$ cat src/rtl/fifo64_sp_pkg.sv
// Shared sizing constants for the 64-deep single-port FIFO and its storage.
package fifo64_sp_pkg;
  localparam int FIFO64_DEPTH = 64;
  localparam int FIFO64_AW    = 6;
  localparam int FIFO64_CW    = 7;
endpackage

$ cat src/rtl/distram64s.sv
// 64 x WIDTH distributed RAM: one shared address, per-bit write enable, async read.
module distram64s
  import fifo64_sp_pkg::*;
#(
  parameter int WIDTH = 32
) (
  input  logic                 clk,
  input  logic [FIFO64_AW-1:0] addr,
  input  logic [WIDTH-1:0]     wren,
  input  logic [WIDTH-1:0]     wrdata,
  output logic [WIDTH-1:0]     rddata
);
  logic [WIDTH-1:0] mem [FIFO64_DEPTH];

  always_ff @(posedge clk) begin
    for (int i = 0; i < WIDTH; i++) begin
      if (wren[i]) mem[addr][i] <= wrdata[i];
    end
  end

  assign rddata = mem[addr];
endmodule

$ cat src/rtl/fifo64_sp.sv
// Show-ahead 64-entry FIFO time-sharing one RAM port between writes and prefetch.
// Optional sticky overflow flag enabled by defining FIFO64_SP_OVERFLOW_EN.
module fifo64_sp
  import fifo64_sp_pkg::*;
#(
  parameter int WIDTH = 32
) (
  input  logic                 clk,
  input  logic                 reset,
  input  logic                 flush,
  input  logic [WIDTH-1:0]     wr_data,
  input  logic                 wr_en,
  output logic                 full,
  output logic [WIDTH-1:0]     rd_data,
  output logic                 rd_valid,
  input  logic                 rd_pop,
  output logic [FIFO64_CW-1:0] level,
  output logic                 overflow,
  input  logic                 ovf_clr
);
  logic [FIFO64_AW-1:0] wr_ptr_q, wr_ptr_d, rd_ptr_q, rd_ptr_d, ram_addr;
  logic [FIFO64_CW-1:0] ram_count_q, ram_count_d;
  logic [WIDTH-1:0]     rd_data_q, rd_data_d, ram_rdata;
  logic                 rd_valid_q, rd_valid_d;
  logic                 ram_we, push, pop, out_free, bypass, prefetch;

  assign full = (ram_count_q == FIFO64_CW'(FIFO64_DEPTH));

  always_comb begin
    push     = wr_en & ~full;
    pop      = rd_pop & rd_valid_q;
    out_free = ~rd_valid_q | pop;
    // Write owns the port whenever it needs it; bypass skips the RAM entirely.
    bypass   = push & (ram_count_q == '0) & out_free;
    prefetch = ~push & (ram_count_q != '0) & out_free;

    wr_ptr_d    = wr_ptr_q;
    rd_ptr_d    = rd_ptr_q;
    ram_count_d = ram_count_q;
    rd_data_d   = rd_data_q;
    rd_valid_d  = bypass | prefetch | (rd_valid_q & ~pop);
    ram_addr    = rd_ptr_q;
    ram_we      = 1'b0;

    if (push && !bypass) begin
      ram_addr    = wr_ptr_q;
      ram_we      = 1'b1;
      wr_ptr_d    = wr_ptr_q + 1'b1;
      ram_count_d = ram_count_q + 1'b1;
    end
    if (bypass) rd_data_d = wr_data;
    if (prefetch) begin
      rd_data_d   = ram_rdata;
      rd_ptr_d    = rd_ptr_q + 1'b1;
      ram_count_d = ram_count_q - 1'b1;
    end

    if (flush) begin
      wr_ptr_d    = '0;
      rd_ptr_d    = '0;
      ram_count_d = '0;
      rd_data_d   = '0;
      rd_valid_d  = 1'b0;
      ram_we      = 1'b0;
    end
  end

  always_ff @(posedge clk or posedge reset) begin
    if (reset) begin
      wr_ptr_q    <= '0;
      rd_ptr_q    <= '0;
      ram_count_q <= '0;
      rd_data_q   <= '0;
      rd_valid_q  <= 1'b0;
    end else begin
      wr_ptr_q    <= wr_ptr_d;
      rd_ptr_q    <= rd_ptr_d;
      ram_count_q <= ram_count_d;
      rd_data_q   <= rd_data_d;
      rd_valid_q  <= rd_valid_d;
    end
  end

  distram64s #(.WIDTH(WIDTH)) u_storage (
    .clk    (clk),
    .addr   (ram_addr),
    .wren   ({WIDTH{ram_we}}),
    .wrdata (wr_data),
    .rddata (ram_rdata)
  );

  assign rd_data  = rd_data_q;
  assign rd_valid = rd_valid_q;
  assign level    = ram_count_q + {{(FIFO64_CW-1){1'b0}}, rd_valid_q};

`ifdef FIFO64_SP_OVERFLOW_EN
  logic overflow_q, overflow_d;

  // Clear beats a same-cycle set; flush deliberately leaves the flag alone.
  always_comb begin
    overflow_d = ovf_clr ? 1'b0 : (overflow_q | (wr_en & full));
  end

  always_ff @(posedge clk or posedge reset) begin
    if (reset) overflow_q <= 1'b0;
    else       overflow_q <= overflow_d;
  end

  assign overflow = overflow_q;
`else
  logic unused_ovf_clr;
  assign unused_ovf_clr = ovf_clr;
  assign overflow       = 1'b0;
`endif
endmodule

$ cat config.mk
export PLATFORM = sky130hd
export DESIGN_NAME = fifo64_sp
export DESIGN_NICKNAME = d
export VERILOG_FILES = /design/src/rtl/fifo64_sp_pkg.sv /design/src/rtl/distram64s.sv /design/src/rtl/fifo64_sp.sv
export SDC_FILE = /design/constraint.sdc
export NUM_CORES = 2
export LEC_CHECK = 0
export ABC_AREA = 0
export BUFFER_PORTS_ARGS = -buffer_cell sky130_fd_sc_hd__buf_2
export CAP_MARGIN = 5
export CORE_ASPECT_RATIO = 0.9
export CORE_MARGIN = 1
export CORE_UTILIZATION = 40
export CTS_CLUSTER_DIAMETER = 120
export DETAILED_ROUTE_END_ITERATION = 10
export GPL_TIMING_DRIVEN = 0
export SLEW_MARGIN = 40
export SYNTH_ARGS = -nofsm -noshare
export SYNTH_HDL_FRONTEND = slang
export SYNTH_SLANG_ARGS = --single-unit
$ cat constraint.sdc
create_clock -name clk -period 4.02 [get_ports clk]
set_input_delay 0.402 -clock clk [delete_from_list [all_inputs] [get_ports clk]]
set_output_delay 0.402 -clock clk [all_outputs]
set_load 0.05 [all_outputs]
==> Word level (Yosys, flattened, before mapping) <==
Memory sizes are Yosys's and may differ from the RTL's.
Cells that the tools add are included.
{ "word_totals": {"n_memories": 1, "elab_cells": 50, "out_inout_bits": 42, "romBits": 0, "latchBits": 0, "mem_bits_rw": 2048, "in_bits": 38, "regBits": 52} }
{ "classes": {"shifts": 0, "eq_ne": 1, "n_div": 0, "multipliers": 0, "n_reduce_logical": 8, "n_bitwise": 14, "add_sub_neg": 5, "order_cmp": 0, "mux": 16} }
{ "memory_table": {"columns": ["memory", "depth", "width", "read_ports", "rd_clocked_by_memory_dff", "write_ports", "line", "source"], "rows": [
  ["u_storage.mem", 64, 32, 1, 0, 1, "distram64s.sv:13", "logic [WIDTH-1:0] mem [FIFO64_DEPTH];"]
]} }
{ "ops": {"columns": ["operator", "count"], "rows": [
  ["two-way mux 32 bit", 3],
  ["two-way mux 6 bit", 5],
  ["two-way mux 7 bit", 3],
  ["adder 6 x 1 -> 6 bit (second input constant)", 2],
  ["adder 7 x 1 -> 7 bit", 1],
  ["adder 7 x 1 -> 7 bit (second input constant)", 1],
  ["bitwise AND 1 bit", 7],
  ["equality test 7 bit (second input constant)", 1],
  ["logical NOT 7 bit", 1],
  ["nonzero test 7 bit", 1],
  ["subtractor 7 x 1 -> 7 bit (second input constant)", 1],
  ["nonzero test 3 bit", 2],
  ["two-way mux 1 bit", 5],
  ["inverter 1 bit", 4],
  ["nonzero test 2 bit", 2],
  ["OR 1 bit", 3],
  ["logical AND 1 bit", 1],
  ["logical NOT 1 bit", 1]
]} }

==> Depth between registers and ports, before layout <==
{ "depth": {"ltp_word": 11, "depth_mapped": 15, "ltp_nobuf": 13} }

==> By module <==
From an unflattened synthesis, not the netlist that was laid out.
{ "hier_totals": {"hier_cells": 7287, "hier_area_um2": 95804.4} }
{ "by_module_without_submodules": {"columns": ["module", "seq_area_each_um2", "cells_per_inst", "n_inst", "area_per_inst_um2"], "rows": [
  ["distram64s", 61499.0, 6980, 1, 92869.1],
  ["fifo64_sp", 1301.2, 307, 1, 2935.3]
]} }

==> Worst setup path before layout <==
OpenSTA, ideal clock, no wires.
{ "synth_path": {"path_kind": "register -> register", "start": "reg ram_count_q[4]", "end": "mem u_storage.mem[0][0], enable pin", "period_less_slack_ps": 4359, "path_stages_with_launch": 11, "setup_ps": 421, "arrival_ps": 3938, "required_time_ps": 3599, "path_buffers": 5, "slack_ps": -339, "path_cell_list": "dfrtp_1 -> o41ai_1 -> clkbuf_1 -> and3_1 -> clkbuf_1 -> nand3b_1 -> o41a_1 -> clkbuf_1 -> buf_2 -> buf_1 -> nor2_1"} }
{ "synth_via": {"elab_chain_cells": 11, "word_cells_on_any_way": 13, "cone_classes": "1 x eq/ne; 5 x mux; 4 x bitwise; 3 x reduce/logical"} }
{ "synth_rtl": {"columns": ["item", "line", "source"], "rows": [
  ["from (decl)", "fifo64_sp.sv:22", "logic [FIFO64_CW-1:0] ram_count_q, ram_count_d;"],
  ["from (signal assigned)", "fifo64_sp.sv:78", "ram_count_q <= ram_count_d;"],
  ["equality test 7 bit", "fifo64_sp.sv:27", "assign full = (ram_count_q == FIFO64_CW'(FIFO64_DEPTH));"],
  ["inverter 1 bit", "fifo64_sp.sv:30", "push = wr_en & ~full;"],
  ["bitwise AND 1 bit", "fifo64_sp.sv:30", null],
  ["bitwise AND 1 bit (2 in a row)", "fifo64_sp.sv:34", "bypass = push & (ram_count_q == '0) & out_free;"],
  ["logical NOT 1 bit", "fifo64_sp.sv:45", "if (push && !bypass) begin"],
  ["logical AND 1 bit *", "fifo64_sp.sv:45", null],
  ["two-way mux 1 bit", "fifo64_sp.sv:45", null],
  ["two-way mux 1 bit", "fifo64_sp.sv:58", "if (flush) begin"],
  ["two-way mux 1 bit", "distram64s.sv:17", "if (wren[i]) mem[addr][i] <= wrdata[i];"],
  ["two-way mux 1 bit (not written as such)", "distram64s.sv:17", null],
  ["to (decl)", "distram64s.sv:13", null]
]} }
Every way passes the cells marked *; elsewhere a longest branch is shown, timed or not.

==> Worst setup path in the final report <==
{ "layout_path": {"start": "reg ram_count_q[2]", "end": "reg rd_data_q[8] (netlist: rd_data[8])"} }
{ "layout_via": {"elab_chain_cells": 11, "word_cells_on_any_way": 17, "cone_classes": "1 x eq/ne; 3 x mux; 7 x bitwise; 5 x reduce/logical; 1 x memory"} }
{ "layout_rtl": {"columns": ["item", "line", "source"], "rows": [
  ["equality test 7 bit", "fifo64_sp.sv:27", null],
  ["inverter 1 bit", "fifo64_sp.sv:30", null],
  ["bitwise AND 1 bit", "fifo64_sp.sv:30", null],
  ["bitwise AND 1 bit (2 in a row)", "fifo64_sp.sv:34", null],
  ["logical NOT 1 bit", "fifo64_sp.sv:45", null],
  ["logical AND 1 bit", "fifo64_sp.sv:45", null],
  ["two-way mux 6 bit", "fifo64_sp.sv:45", null],
  ["memory (64 x 32 bit)", null, null],
  ["two-way mux 32 bit", "fifo64_sp.sv:52", "if (prefetch) begin"],
  ["two-way mux 32 bit", "fifo64_sp.sv:58", null],
  ["to (signal assigned)", "fifo64_sp.sv:79", "rd_data_q <= rd_data_d;"],
  ["to (decl)", "fifo64_sp.sv:23", "logic [WIDTH-1:0] rd_data_q, rd_data_d, ram_rdata;"]
]} }
Several ways; a longest one is shown, not always the timed one.
A chain may end at the register's enable or synchronous reset.

==> key figures <==
Setup path
  – Critical path class: reg -> reg
  – Cell repeated most along the worst path: buf_4
  – Critical-path maximum fanout: 10
  – CP Capture Type: register
  – Critical path required time: around 4.8 ns
  – Crit-path slowest cell: nor4_2
  – Crit path from: ram_count_q[2]
  – Slowest stage delay, CP: roughly 0.71 ns
  – Reg-to-reg startpoint: ram_count_q[2]
  – Crit path capture: rd_data[8]
  – Crit path launch type: register
  – R2R setup slack: -0.20 ns
  – R2R Path End: rd_data[8]
  – Crit path DAT: ~5.0 ns
  – Critical-path cell list: buf_4, or4_4, buf_8, o311ai_4, buf_4, clkbuf_2, a21oi_1, nor4_2, nand3_1, a21oi_2, o2111ai_1, o21ai_0
  – Number of cells on the worst reg-to-reg path: 12

Clocking
  – Max H-tree Level: 4
  – CTS Sinks: about 2,100
  – Insertion delay to the later sink of the worst-skew pair: roughly 0.90 ns
  – CTS root buffer: clkbuf_16
  – CTS Buffer Depth: 3
  – CTS tree: built
  – CTS buffer count: 191
  – Worst-path clk slew: about 0.07 ns

Logic synthesis
  – Post-synthesis sequential area ratio: 0.814
  – Cells after Synth: between 4,000 and 5,000
  – Ys flop type: edfxtp_1
  – Post-synth EDFFs: ~2,000
  – Adder-Cell Fraction of Synth Area: 0.00172
  – Xor/xnor cell area share of the yosys netlist: 0.00216
  – Synth top area cells: edfxtp_1 80%, o22ai_1 7.3%, dfrtp_1 1.7%
  – Mapped Area: ~0.077 mm²
  – Syn_nets: about 4,400
  – Yosys warns: 0
  – Mean post-synth cell area: 17.6 µm²
  – Top cell type's share of synthesized area: 0.797
  – Largest family of logic cells by synthesized area: compound AO/OA/AOI/OAI gates
  – Synth Register Bits: roughly 2,100
  – FFs w/ async S/R, synth: 0.0248
  – Yosys cell types: between 60 and 70
  – Synth Area in Compound Gates: 0.125
  – Yosys top cell by area: edfxtp_1
  – Mux share of post-synthesis cell area: 0.00407
  – Synth Area in Simple Gates: 0.0326

STA
  – Fmax: 0.237 GHz
  – Clock Skews: 0.0603 ns
  – Min cycle time layout: roughly 4.2 ns
  – Hold Vio Cnt, Final: 0
  – RSZ-0062 raised after global routing: true
  – Final worst slack: -0.201 ns
  – Slew Viols, Final: 0
  – Worst slew pin tran: 1.03 ns
  – Rel. slew slack: 0.314
  – Setup TNS: -2.32 ns
  – Period utilization: 1.05
  – Setup violations, final: 56

Die
  – Top Ports: 80
  – Die area: a little under 0.2 mm²
  – Core area: 0.191 mm²
  – Num rows: approximately 150
  – Die extent in x: 465 µm
  – Initial core utilization: 0.404
  – Die Ht: around 420 µm

Outcome
  – Violations in the final reports: DRC, setup timing
  – Outcome: finished, violations left

Pwr
  – Max VDD drop: between 0.0004 and 0.0005 V
  – Switching power: roughly 0.019 W
  – Comb pwr share: 0.255
  – Switching part of the total: 0.333
  – Sequential Power Share: 0.427
  – Static leakage: between 30 and 40 nW
  – Clock power share: 0.319
  – PwrDens: 598 mW/mm²
  – Internal: 0.0385 W

Placed design
  – IO buf count: 76
  – DP HPWL: approximately 230 mm
  – RePlAce Congestion: ~0.93
  – DP Worst Slack: -1.71 ns

Cells and area
  – Commonest non-fill, non-tap cell in the layout: edfxtp_1
  – Area delta synth->final: 25.0%
  – Final Net Count: between 5,000 and 6,000
  – Commonest cells after routing, fill and taps aside: 2,048 x edfxtp_1, 903 x o22ai_1, 214 x buf_4, 199 x clkbuf_16, 138 x buf_8
  – Layout cells sized above 1: 0.244
  – Layout fillers: approximately 15,000

Detailed routing
  – Met2 WL: 138 mm
  – Routed length per instance: 44.7 µm
  – Routed vias: between 50,000 and 60,000
  – DRT Wirelength: between 300 and 400 mm
  – Number of DRC markers in iteration 0: ~13,000
  – DRC: 21
  – M1 WL: 111 mm
  – Via/cell ratio: 7.17
  – Metal3 WL: about 64 mm
  – DR top layer: met5
  – First drt pass iteration count: 11
  – Remaining antenna violation count: 0

GRT
  – First-pass GRT wire length: roughly 450 mm
  – Number of global-route vias before repair: approximately 50,000
  – Total track usage: 0.345
  – GRT overflow: 0
  – Antenna violations before repair: 19
  – Largest net degree at the start of global routing: between 60 and 70

Flow run
  – Max Cap Viol: 0

Hold path
  – HP Class: in -> reg
final cells by class:
class,count,area [µm²],share of cell area
antenna,8,20.0,0.000208
sequential,2100,62800,0.651
inverter,8,35.0,0.000363
clock buffer,260,5360,0.0556
buffer,307,2860,0.0297
clock inverter,88,754,0.00782
tap,2541,3180,0.0330
timing repair buffer,445,6690,0.0694
multi-input combinational,1974,14700,0.153
cells in the mapped netlist, types with 19 or more instances:
cell and number:
a22oi_1 28, o41ai_1 84, o221ai_1 73, or4_1 19, dfrtp_1 52, nor4_1 104, buf_2 157, o22a_1 66
o21ai_1 20, nand2_1 22, nor3_1 50, a21oi_1 111, buf_1 21, o22ai_1 906, buf_4 41, nand4_1 20
edfxtp_1 2048, mux2i_1 19, clkbuf_1 92, nor2_1 169, o21ai_0 50
critical path: cells and delay by family (launching register included):
kind	cells	cell delay [ns]
buf+inv	4	1.05
simple gates	3	1.42
flops	1	0.39
compound gates	5	1.26
state kept, by name, indices dropped and copies added (netlist names):
name and count:
rd_data 32, rd_ptr_q 6, u_storage.mem 2048, wr_ptr_q 6
ram_count_q 7, rd_valid 1
timing repair:
item                                     CTS  global route
pin swaps                                 55            37
gates resized for setup                  474           180
hold endpoints to repair                  89             0
hold buffers                               5             0
setup buffers                             80            43
endpoints found under the setup margin  2085           560
worst min path at each step:
stage | from | to | slack (ns) | cells past startpoint
4_1_cts | flush | rd_data[5] | 0.02 | 4
2_1_floorplan | wr_data[0] | u_storage.mem[0][0] | 0.50 | 0
5_1_grt | wr_data[10] | u_storage.mem[33][10] | 0.04 | 1
3_3_place_gp | rd_data[24] | rd_data[24] | 0.54 | 1
6_report | flush | rd_data[5] | 0.04 | 4
3_5_place_dp | reset | rd_data[27] | 0.39 | 2
per-stage QoR:
| stage | hold WS, ns | area, µm² | std cells | utilization | power [W] |
|---|---|---|---|---|---|
| final | 0.0353 | 96400 | 7731 | 0.505 | 0.0576 |
| after global routing | 0.0403 | 96400 | 7724 | 0.505 | 0.0580 |
| after CTS | 0.0208 | 95300 | 7679 | 0.499 | 0.0559 |
| after detailed placement | 0.387 | 86500 | 7251 | 0.453 | 0.0371 |
| after global placement | 0.543 | 80700 | 7012 | 0.422 | 0.0367 |
| after floorplan | 0.501 | 77200 | 4395 | - | 0.0308 |
cell families after synthesis:
| logic type | after synthesis |
|---|---|
| AOI/OAI and AO/OA | 1436 |
| xor gates and xnor gates | 19 |
| adders and majority gates | 10 |
| buffers and inverters | 321 |
| DFF | 2100 |
| muxes | 28 |
| other | 1 |
| and+or+nand+nor | 480 |
metal layers:
metal | track usage | vias to the layer above
li1 | - | 19900
met1 | 0.427 | 27500
met2 | 0.472 | 6322
met3 | 0.162 | 1671
met4 | 0.245 | 18
met5 | 0 | -
power by group through the flow:
stage                     sequential (W)  combinational, W  clock (W)
final                             0.0246            0.0147     0.0184
after global routing              0.0246            0.0145     0.0190
after CTS                         0.0246            0.0132     0.0181
after detailed placement          0.0250            0.0120          0
after global placement            0.0251            0.0117          0
after floorplan                   0.0252           0.00552          0
Power figures use the tool's default switching activity.
